File: src/rtl/riscv_pkg.sv
// Shared core types: fetch FSM states, prefetch entry layout and reset PC.
package riscv_pkg;

  localparam int unsigned XLEN        = 32;
  localparam int unsigned FETCH_DEPTH = 4;
  localparam logic [XLEN-1:0] RESET_PC = 32'h0040_0000;

  typedef enum logic [1:0] {
    IDLE = 2'd0,
    REQ  = 2'd1,
    WAIT = 2'd2,
    DROP = 2'd3
  } fetch_state_t;

  typedef struct packed {
    logic [XLEN-1:0] pc;
    logic [XLEN-1:0] instr;
  } fetch_entry_t;

endpackage

File: src/rtl/fetch_unit_if.sv
// Fetch unit bus bundle: imem request/response, decode-side stream and redirect.
interface fetch_unit_if;

  logic                       mem_req;
  logic [riscv_pkg::XLEN-1:0] mem_addr;
  logic                       mem_ready;
  logic                       mem_rvalid;
  logic [riscv_pkg::XLEN-1:0] mem_rdata;
  logic                       instr_valid;
  logic [riscv_pkg::XLEN-1:0] instr;
  logic [riscv_pkg::XLEN-1:0] instr_pc;
  logic                       instr_ready;
  logic                       redirect;
  logic [riscv_pkg::XLEN-1:0] redirect_pc;

  modport master (
    output mem_req, mem_addr,
    input  mem_ready, mem_rvalid, mem_rdata,
    output instr_valid, instr, instr_pc,
    input  instr_ready, redirect, redirect_pc
  );

  modport slave (
    input  mem_req, mem_addr,
    output mem_ready, mem_rvalid, mem_rdata,
    input  instr_valid, instr, instr_pc,
    output instr_ready, redirect, redirect_pc
  );

endinterface

File: src/rtl/fetch_unit_fifo.sv
// Prefetch FIFO of {pc, instr} entries; flush wins over push and pop.
module fetch_fifo
  import riscv_pkg::*;
#(
  parameter  int unsigned DEPTH = FETCH_DEPTH,
  localparam int unsigned AW    = $clog2(DEPTH),
  localparam int unsigned CW    = AW + 1
) (
  input  logic         clk,
  input  logic         rst,
  input  logic         flush,
  input  logic         push,
  input  logic         pop,
  input  fetch_entry_t wdata,
  output fetch_entry_t rdata,
  output logic [CW-1:0] count
);

  fetch_entry_t    mem_q [DEPTH];
  logic [AW-1:0]   wr_ptr_q;
  logic [AW-1:0]   rd_ptr_q;
  logic [CW-1:0]   count_q;
  logic            do_push;
  logic            do_pop;

  // A push into a full FIFO is legal only when the head leaves the same cycle.
  assign do_pop  = pop && (count_q != '0);
  assign do_push = push && ((count_q != CW'(DEPTH)) || do_pop);

  always_ff @(posedge clk or negedge rst) begin
    if (!rst) begin
      for (int unsigned i = 0; i < DEPTH; i++) mem_q[i] <= '0;
      wr_ptr_q <= '0;
      rd_ptr_q <= '0;
      count_q  <= '0;
    end else if (flush) begin
      wr_ptr_q <= '0;
      rd_ptr_q <= '0;
      count_q  <= '0;
    end else begin
      if (do_push) begin
        mem_q[wr_ptr_q] <= wdata;
        wr_ptr_q        <= wr_ptr_q + AW'(1);
      end
      if (do_pop) rd_ptr_q <= rd_ptr_q + AW'(1);
      count_q <= count_q + CW'(do_push) - CW'(do_pop);
    end
  end

  assign rdata = mem_q[rd_ptr_q];
  assign count = count_q;

endmodule

File: src/rtl/fetch_unit.sv
// Instruction fetch front-end: owns the fetch PC, keeps one imem read in flight
// and queues returned words with their PCs for decode.
module fetch_unit
  import riscv_pkg::*;
#(
  parameter int unsigned DEPTH = FETCH_DEPTH
) (
  input  logic         clk,
  input  logic         rst,
  fetch_unit_if.master bus
);

  localparam int unsigned CW = $clog2(DEPTH) + 1;

  fetch_state_t    state_q;
  fetch_state_t    state_n;
  logic [XLEN-1:0] fetch_pc_q;
  logic [XLEN-1:0] fetch_pc_n;
  logic            mem_req_q;
  logic            mem_req_n;
  logic            accept;
  logic            push;
  logic            pop;
  logic [CW-1:0]   count;
  logic [CW-1:0]   count_n;
  fetch_entry_t    wentry;
  fetch_entry_t    head;

  assign accept = mem_req_q && bus.mem_ready;

  always_ff @(posedge clk or negedge rst) begin
    if (!rst) state_q <= IDLE;
    else      state_q <= state_n;
  end

  // A redirect with a read in flight must first swallow the stale response.
  always_comb begin
    state_n = state_q;
    unique case (state_q)
      IDLE: state_n = REQ;
      REQ:  if (accept) state_n = bus.redirect ? DROP : WAIT;
      WAIT: begin
        if (bus.mem_rvalid)    state_n = REQ;
        else if (bus.redirect) state_n = DROP;
      end
      DROP: if (bus.mem_rvalid) state_n = REQ;
      default: state_n = IDLE;
    endcase
  end

  // Next-cycle request is decided from next state and next occupancy, so the
  // returned word always has a free slot.
  always_comb begin
    push       = (state_q == WAIT) && bus.mem_rvalid && !bus.redirect;
    pop        = (count != '0) && bus.instr_ready;
    fetch_pc_n = fetch_pc_q;
    count_n    = count + CW'(push) - CW'(pop);
    if (bus.redirect) begin
      fetch_pc_n = bus.redirect_pc & ~32'h3;
      count_n    = '0;
    end else if (push) begin
      fetch_pc_n = fetch_pc_q + 32'd4;
    end
    mem_req_n = (state_n == REQ) && (count_n < CW'(DEPTH));
  end

  always_ff @(posedge clk or negedge rst) begin
    if (!rst) begin
      fetch_pc_q <= RESET_PC;
      mem_req_q  <= 1'b0;
    end else begin
      fetch_pc_q <= fetch_pc_n;
      mem_req_q  <= mem_req_n;
    end
  end

  assign wentry = '{pc: fetch_pc_q, instr: bus.mem_rdata};

  fetch_fifo #(.DEPTH(DEPTH)) u_fifo (
    .clk   (clk),
    .rst   (rst),
    .flush (bus.redirect),
    .push  (push),
    .pop   (pop),
    .wdata (wentry),
    .rdata (head),
    .count (count)
  );

  assign bus.mem_req     = mem_req_q;
  assign bus.mem_addr    = fetch_pc_q;
  assign bus.instr_valid = (count != '0);
  assign bus.instr       = head.instr;
  assign bus.instr_pc    = head.pc;

endmodule
File: src/flat_wrapper.sv
// flat-port wrapper written by rule: the top's interface ports become plain ports
module fetch_unit_flat import riscv_pkg::*;
#(
  parameter int unsigned DEPTH = FETCH_DEPTH
)
  (clk, rst, bus_mem_req, bus_mem_addr, bus_mem_ready, bus_mem_rvalid, bus_mem_rdata, bus_instr_valid, bus_instr, bus_instr_pc, bus_instr_ready, bus_redirect, bus_redirect_pc);
  fetch_unit_if bus_i ();
  input  logic clk;
  input  logic rst;
  output wire logic [$bits(bus_i.mem_req)-1:0] bus_mem_req;
  output wire logic [$bits(bus_i.mem_addr)-1:0] bus_mem_addr;
  input wire logic [$bits(bus_i.mem_ready)-1:0] bus_mem_ready;
  input wire logic [$bits(bus_i.mem_rvalid)-1:0] bus_mem_rvalid;
  input wire logic [$bits(bus_i.mem_rdata)-1:0] bus_mem_rdata;
  output wire logic [$bits(bus_i.instr_valid)-1:0] bus_instr_valid;
  output wire logic [$bits(bus_i.instr)-1:0] bus_instr;
  output wire logic [$bits(bus_i.instr_pc)-1:0] bus_instr_pc;
  input wire logic [$bits(bus_i.instr_ready)-1:0] bus_instr_ready;
  input wire logic [$bits(bus_i.redirect)-1:0] bus_redirect;
  input wire logic [$bits(bus_i.redirect_pc)-1:0] bus_redirect_pc;
  assign bus_mem_req = bus_i.mem_req;
  assign bus_mem_addr = bus_i.mem_addr;
  assign bus_i.mem_ready = bus_mem_ready;
  assign bus_i.mem_rvalid = bus_mem_rvalid;
  assign bus_i.mem_rdata = bus_mem_rdata;
  assign bus_instr_valid = bus_i.instr_valid;
  assign bus_instr = bus_i.instr;
  assign bus_instr_pc = bus_i.instr_pc;
  assign bus_i.instr_ready = bus_instr_ready;
  assign bus_i.redirect = bus_redirect;
  assign bus_i.redirect_pc = bus_redirect_pc;
  fetch_unit #(.DEPTH(DEPTH)) u_core (.clk(clk), .rst(rst), .bus(bus_i));
endmodule
File: config.mk
export PLATFORM = sky130hd
export DESIGN_NAME = fetch_unit_flat
export DESIGN_NICKNAME = d
export VERILOG_FILES = /design/src/rtl/riscv_pkg.sv /design/src/rtl/fetch_unit_if.sv /design/src/rtl/fetch_unit_fifo.sv /design/src/rtl/fetch_unit.sv /design/src/flat_wrapper.sv
export SDC_FILE = /design/constraint.sdc
export NUM_CORES = 1
export LEC_CHECK = 0
export CAP_MARGIN = 0
export CORE_MARGIN = 5
export CORE_UTILIZATION = 45
export CTS_BUF_LIST = sky130_fd_sc_hd__clkbuf_4 sky130_fd_sc_hd__clkbuf_8
export CTS_CLUSTER_SIZE = 16
export DETAILED_ROUTE_END_ITERATION = 10
export PLACE_DENSITY = 0.69
export SETUP_SLACK_MARGIN = 0.2
export SYNTH_ARGS = -nofsm -noshare
export SYNTH_HDL_FRONTEND = slang
export SYNTH_SLANG_ARGS = --single-unit
File: constraint.sdc
create_clock -name clk -period 6.6 [get_ports clk]
set_input_delay 1.32 -clock clk [delete_from_list [all_inputs] [get_ports clk]]
set_output_delay 1.32 -clock clk [all_outputs]
set_load 0.03 [all_outputs]
# After elaboration in Yosys (flattened, before gate mapping)
# Index checks and enable logic that the tools add are counted.
word_totals:
  regBits: 298
  inputBits: 70
  out_inout_bits: 98
  wordCells: 69
classes:
  n_addsub: 7
  magnitude_cmp: 4
  eq_ne: 5
  mux: 20
  n_bitwise: 3
  reduce_logical: 16
ops:
  columns: ["operator", "n"]
  rows:
  - ["256-bit bitwise mux", 1]
  - ["64-bit 2-to-1 mux", 3]
  - ["64-bit binary-select mux with 2-bit select", 1]
  - ["64-bit demux with 2-bit select", 1]
  - ["32-bit 2-to-1 mux", 2]
  - ["32-bit by 3-bit adder with 32-bit output, second input constant", 1]
  - ["2-bit 2-to-1 mux", 8]
  - ["1-bit logical AND", 8]
  - ["2-bit case mux with 4 select lines", 1]
  - ["3-bit by 1-bit adder with 3-bit output", 2]
  - ["3-bit greater-or-equal comparator, second input constant", 2]
  - ["3-bit 2-to-1 mux", 2]
  - ["2-bit inverter with 3-bit output", 2]
  - ["2-bit nonzero test", 3]
  - ["3-bit by 1-bit subtractor with 3-bit output", 2]
  - ["2-bit by 1-bit adder with 2-bit output, second input constant", 2]
  - ["2-bit by 1-bit == test with 1-bit output, second input constant", 2]
  - ["2-bit == test, second input constant", 2]
  - ["3-bit by 1-bit < comparator with 1-bit output, second input constant", 1]
  - ["3-bit < comparator, second input constant", 1]
  - ["3-bit != test, second input constant", 1]
  - ["3-bit nonzero test", 1]
  - ["2-bit logical NOT", 1]
  - ["2-bit AND reduction", 1]
  - ["4 further kinds", 4]

# Longest topological paths before layout
depth:
  word_depth: 8
  mapped_depth: 10
  mapped_depth_nobuf: 10

# Modules after synthesis
# From an unflattened synthesis, not the netlist that was laid out.
unflattened:
  hier_cells: 888
  area_unflattened_um2: 14052.2
by_module_without_submodules:
  columns: ["mod", "instances", "cells_per_inst", "area_per_inst_um2"]
  rows:
  - ["fetch_fifo", 1, 661, 12074.1]
  - ["fetch_unit", 1, 227, 1978.1]

# Worst setup path before layout
# No wires, ideal clock.
synth_timing:
  path_kind: "input to register"
  from: "in bus_redirect"
  to: "reg u_core.mem_req_q (netlist: u_core.bus.mem_req)"
  arrival_ns: 2.902
  t_required_ns: 6.464
  setup_slack_ns: 3.562
  path_stages: 10
  n_path_buf: 2
  cell_sequence: "clkbuf_1 > clkinv_1 > clkbuf_1 > nand2_1 > ha_1 > inv_1 > ha_1 > a31oi_1 > xor2_1 > a21oi_1"
synth_between:
  elab_chain_len: 7
synth_lines:
  columns: ["item", "line", "text"]
  rows:
  - ["start, declared", "flat_wrapper.sv:19", "input wire logic [$bits(bus_i.redirect)-1:0] bus_redirect;"]
  - ["1-bit logical NOT", "fetch_unit.sv:54", "push = (state_q == WAIT) && bus.mem_rvalid && !bus.redirect;"]
  - ["1-bit logical AND", "fetch_unit.sv:54", null]
  - ["3-bit by 1-bit adder with 3-bit output", "fetch_unit.sv:57", "count_n = count + CW'(push) - CW'(pop);"]
  - ["3-bit by 1-bit subtractor with 3-bit output", "fetch_unit.sv:57", null]
  - ["3-bit 2-to-1 mux", "fetch_unit.sv:58", "if (bus.redirect) begin"]
  - ["3-bit < comparator", "fetch_unit.sv:64", "mem_req_n = (state_n == REQ) && (count_n < CW'(DEPTH));"]
  - ["1-bit logical AND *", "fetch_unit.sv:64", null]
  - ["via u_core.mem_req_n", "fetch_unit.sv:20", "logic mem_req_n;"]
  - ["end signal, assigned", "fetch_unit.sv:73", "mem_req_q <= mem_req_n;"]
  - ["end, declared", "fetch_unit.sv:19", "logic mem_req_q;"]
# Mark *: on every way through the listed nets, which the timed path passes. The rest lies on a longest branch.
# A chain may end at the register's enable or synchronous reset.

# Worst setup path in the final report
layout_timing:
  from: "reg u_core.u_fifo.rd_ptr_q[0]"
  to: "out bus_instr_pc[31]"
layout_between:
  elab_chain_len: 4
layout_lines:
  columns: ["item", "line", "text"]
  rows:
  - ["start, declared", "fetch_unit_fifo.sv:21", "logic [AW-1:0] rd_ptr_q;"]
  - ["start signal, assigned", "fetch_unit_fifo.sv:45", "if (do_pop) rd_ptr_q <= rd_ptr_q + AW'(1);"]
  - ["2-bit inverter with 3-bit output (implied by the code)", "fetch_unit_fifo.sv:50", "assign rdata = mem_q[rd_ptr_q];"]
  - ["64-bit binary-select mux with 2-bit select", "fetch_unit_fifo.sv:50", null]
  - ["64-bit 2-to-1 mux (implied by the code) (2 in series)", "fetch_unit_fifo.sv:50", null]
  - ["end, declared", "flat_wrapper.sv:17", "output wire logic [$bits(bus_i.instr_pc)-1:0] bus_instr_pc;"]
# No other way between the ends. The select of a mux whose other input is x is not followed.

==> flow_summary.toml <==
[sta]
max_freq_ghz = 0.230
relSlewSlack_pct = 25.4
tns_ns = 0
drv_slew = 0
setup_slack_ns = 2.25
finalSetupViolations = 0
timing.hold.ws_ns = 0.497
fin_skew_ns = 0.00962
finalHoldViolCount = 0
finalCriticalPeriod_ns = 4.35
timing.final.crit_share_pct = 65.9
rsz0062_at_grt = "no"
worst_pin_slew_ns = 1.12

[routing]
drt-initial-drc-count = 341
drt-wirelength-per-cell_um = 19.8
vias_per_cell = 5.49
num_vias = 7961
first_pass_iters = 4
drtAntennaViolNets = 0
drc_errors = 0
wl_um = 28800

[setup_path]
required_ns = 5.28
end_kind = "primary output"
critPathArrivalTime_ns = 3.03
path_max_fanout = 30
crit_type = "register to primary output"
start_kind = "register"

[synth]
synth_warnings = 0
synthTopCellsByArea = "dfrtp_1 55%, mux2_2 21%, mux4_2 11%, buf_2 1.4%, ha_1 0.86%"
synthCells = 873
synthDistinctLibCells = 45
synth_ff_type = "dfrtp_1"
syn_avg_cell_area_um2 = 14.9
synth_seq_cells = 288
synth_top_area_share_pct = 55.1
synth-seq-area-share_pct = 55.3
async_flop_share_pct = 100
synth_edf_count = 0
synth.cell_area_um2 = 13000
synth_top_cell_by_area = "dfrtp_1"

[layout]
area.sequential_um2 = 7220
area_delta_synth_final_pct = 23.3
nFillCells = 2334
multiInputGateArea_um2 = 5500
layoutNonFillerInstCount = 1451
final_nets = 1106
drive_above_1_share_pct = 39.5
final_cell_mix = "285 x dfrtp_1, 248 x mux2_2, 160 x clkdlybuf4s50_1, 64 x clkbuf_8, 62 x mux4_2"
diodes = 0
final_common_cell = "dfrtp_1"

[global_route]
grt_overflow = 0
grt_usage_pct = 18.0
grt_start_max_net_pins = 118
grt_pass1_vias = 8740
grt_pass1_wl_um = 47800
antenna_found_initial = 0

[clock_network]
cts-resized-gates = 0
cts_buffers = 49
h-tree-depth = 2
clk_latency_ns = 0.55
cts_buffer_depth = 3
postCtsHoldBufs = 0
cts-root-buf = "clkbuf_8"
clock-sinks = 288
cts_setup_buffers = 0
path_clk_slew_ns = 0.06
cts_tree = "done"

[floorplan]
core_area_um2 = 28600
num_rows = 62
design.portCount = 168
die_h_um = 180
start_util_pct = 45.5
dieArea_um2 = 32500
die-width_um = 180

[placed_design]
placedCellCount = 1359
dp_hpwl_um = 16800
io_buffers = 161
place_congestion = 0.740
dp_worst_setup_slack_ns = 2.33

[job]
max-cap-violations = 0

[outcome]
outcome = "finished, final reports clean"

[power]
p_per_area_nw_per_um2 = 350
fin_total_pwr_mw = 5.63
peakVddDrop_mv = 0.193
p_leak_nw = 7.48

[min_path]
hold_path_class = "register to register"
==> registers in the layout, indices dropped and copies added (netlist names) <==
register	cells
u_core.u_fifo.mem_q	248
u_core.bus.mem_req	1
u_core.u_fifo.count	3
u_core.u_fifo.wr_ptr_q	2
u_core.bus.mem_addr	30
u_core.state_q	2
u_core.u_fifo.rd_ptr_q	2
==> where the power goes <==
group	internal, mW	leakage, nW	switching, mW
clock	1.10	0.615	0.719
combinational	0.824	2.97	0.812
sequential	1.98	3.90	0.201
total	3.90	7.48	1.73
==> through the flow <==
stage / util [%] / cell area (um^2)
after floorplan: - / 13000
after global placement: 52.1 / 14900
after detailed placement: 52.1 / 14900
after CTS: 56.1 / 16100
after global routing: 56.1 / 16100
final: 56.1 / 16100
==> kinds of logic (layout without fill, tap and decap cells) <==
| kind of cell | Yosys count | in the layout | synth area share, % |
|---|---|---|---|
| AO/OA/AOI/OAI | 54 | 54 | 2.61 |
| multiplexers | 312 | 312 | 32.3 |
| buffers and inverters | 79 | 270 | 2.77 |
| XOR/XNOR | 17 | 17 | 1.14 |
| AND/OR/NAND/NOR | 112 | 112 | 4.78 |
| other | 1 | 4 | 0.0288 |
| flip-flops | 288 | 288 | 55.3 |
| adder cells (fa/ha/maj) | 10 | 10 | 1.02 |
==> routing by layer <==
metal / up-vias / share of wire (%) / global-route usage [%]
met5: - / 0 / 0
met3: 41 / 5.0 / 3.94
li1: 3565 / - / -
met1: 4166 / 46 / 25.5
met4: 0 / 1.5 / 4.26
met2: 189 / 47 / 28.7
==> worst max-delay path, stage by stage (launching register included) <==
cell	delay, ns
dfrtp_4	0.63
buf_4	0.60
mux4_2	0.58
clkdlybuf4s50_1	0.66
==> Yosys cell counts, types with 2 or more instances <==
| cell type | count |
|---|---|
| a31oi_1 | 16 |
| mux2i_1 | 2 |
| inv_1 | 10 |
| and3_1 | 5 |
| mux2_2 | 248 |
| clkbuf_2 | 2 |
| a21oi_1 | 2 |
| mux4_2 | 62 |
| nor4_1 | 2 |
| buf_4 | 4 |
| xnor2_1 | 7 |
| nand4_1 | 8 |
| o31ai_1 | 14 |
| or3_1 | 5 |
| nand2_1 | 29 |
| dfrtp_1 | 287 |
| buf_2 | 37 |
| clkbuf_1 | 24 |
| nor2_1 | 21 |
| xor2_1 | 10 |
| nand3_1 | 12 |
| nor3_1 | 3 |
| ha_1 | 9 |
| o21ai_0 | 18 |
| and4_1 | 3 |
| or4_1 | 13 |
| nor2b_1 | 2 |
==> path summary, 6_finish.rpt <==
| check | slack, ns | start | cells after the start | endpoint |
|---|---|---|---|---|
| hold reg to reg | 0.50 | u_core.u_fifo.mem_q[67] | 1 | u_core.u_fifo.mem_q[67] |
| setup / recovery | 2.25 | u_core.u_fifo.rd_ptr_q[0] | 3 | bus_instr_pc[31] |
| hold / removal | 0.50 | u_core.u_fifo.mem_q[67] | 1 | u_core.u_fifo.mem_q[67] |
| setup reg to reg | 3.80 | u_core.state_q[0] | 4 | u_core.u_fifo.mem_q[87] |
| max in group asynchronous | 4.22 | rst | 2 | u_core.u_fifo.mem_q[64] |
| min in group asynchronous | 0.84 | rst | 1 | u_core.u_fifo.mem_q[136] |
==> final cells by class <==
cell class,count,share of cell area (%)
well taps,384,2.99
flip-flops and latches,288,44.9
clock inverters,16,1.14
multi-input cells,509,34.2
repair buffers,167,10.4
inverters,11,0.257
clock buffers,76,6.04
Power figures use the tool's default switching activity.
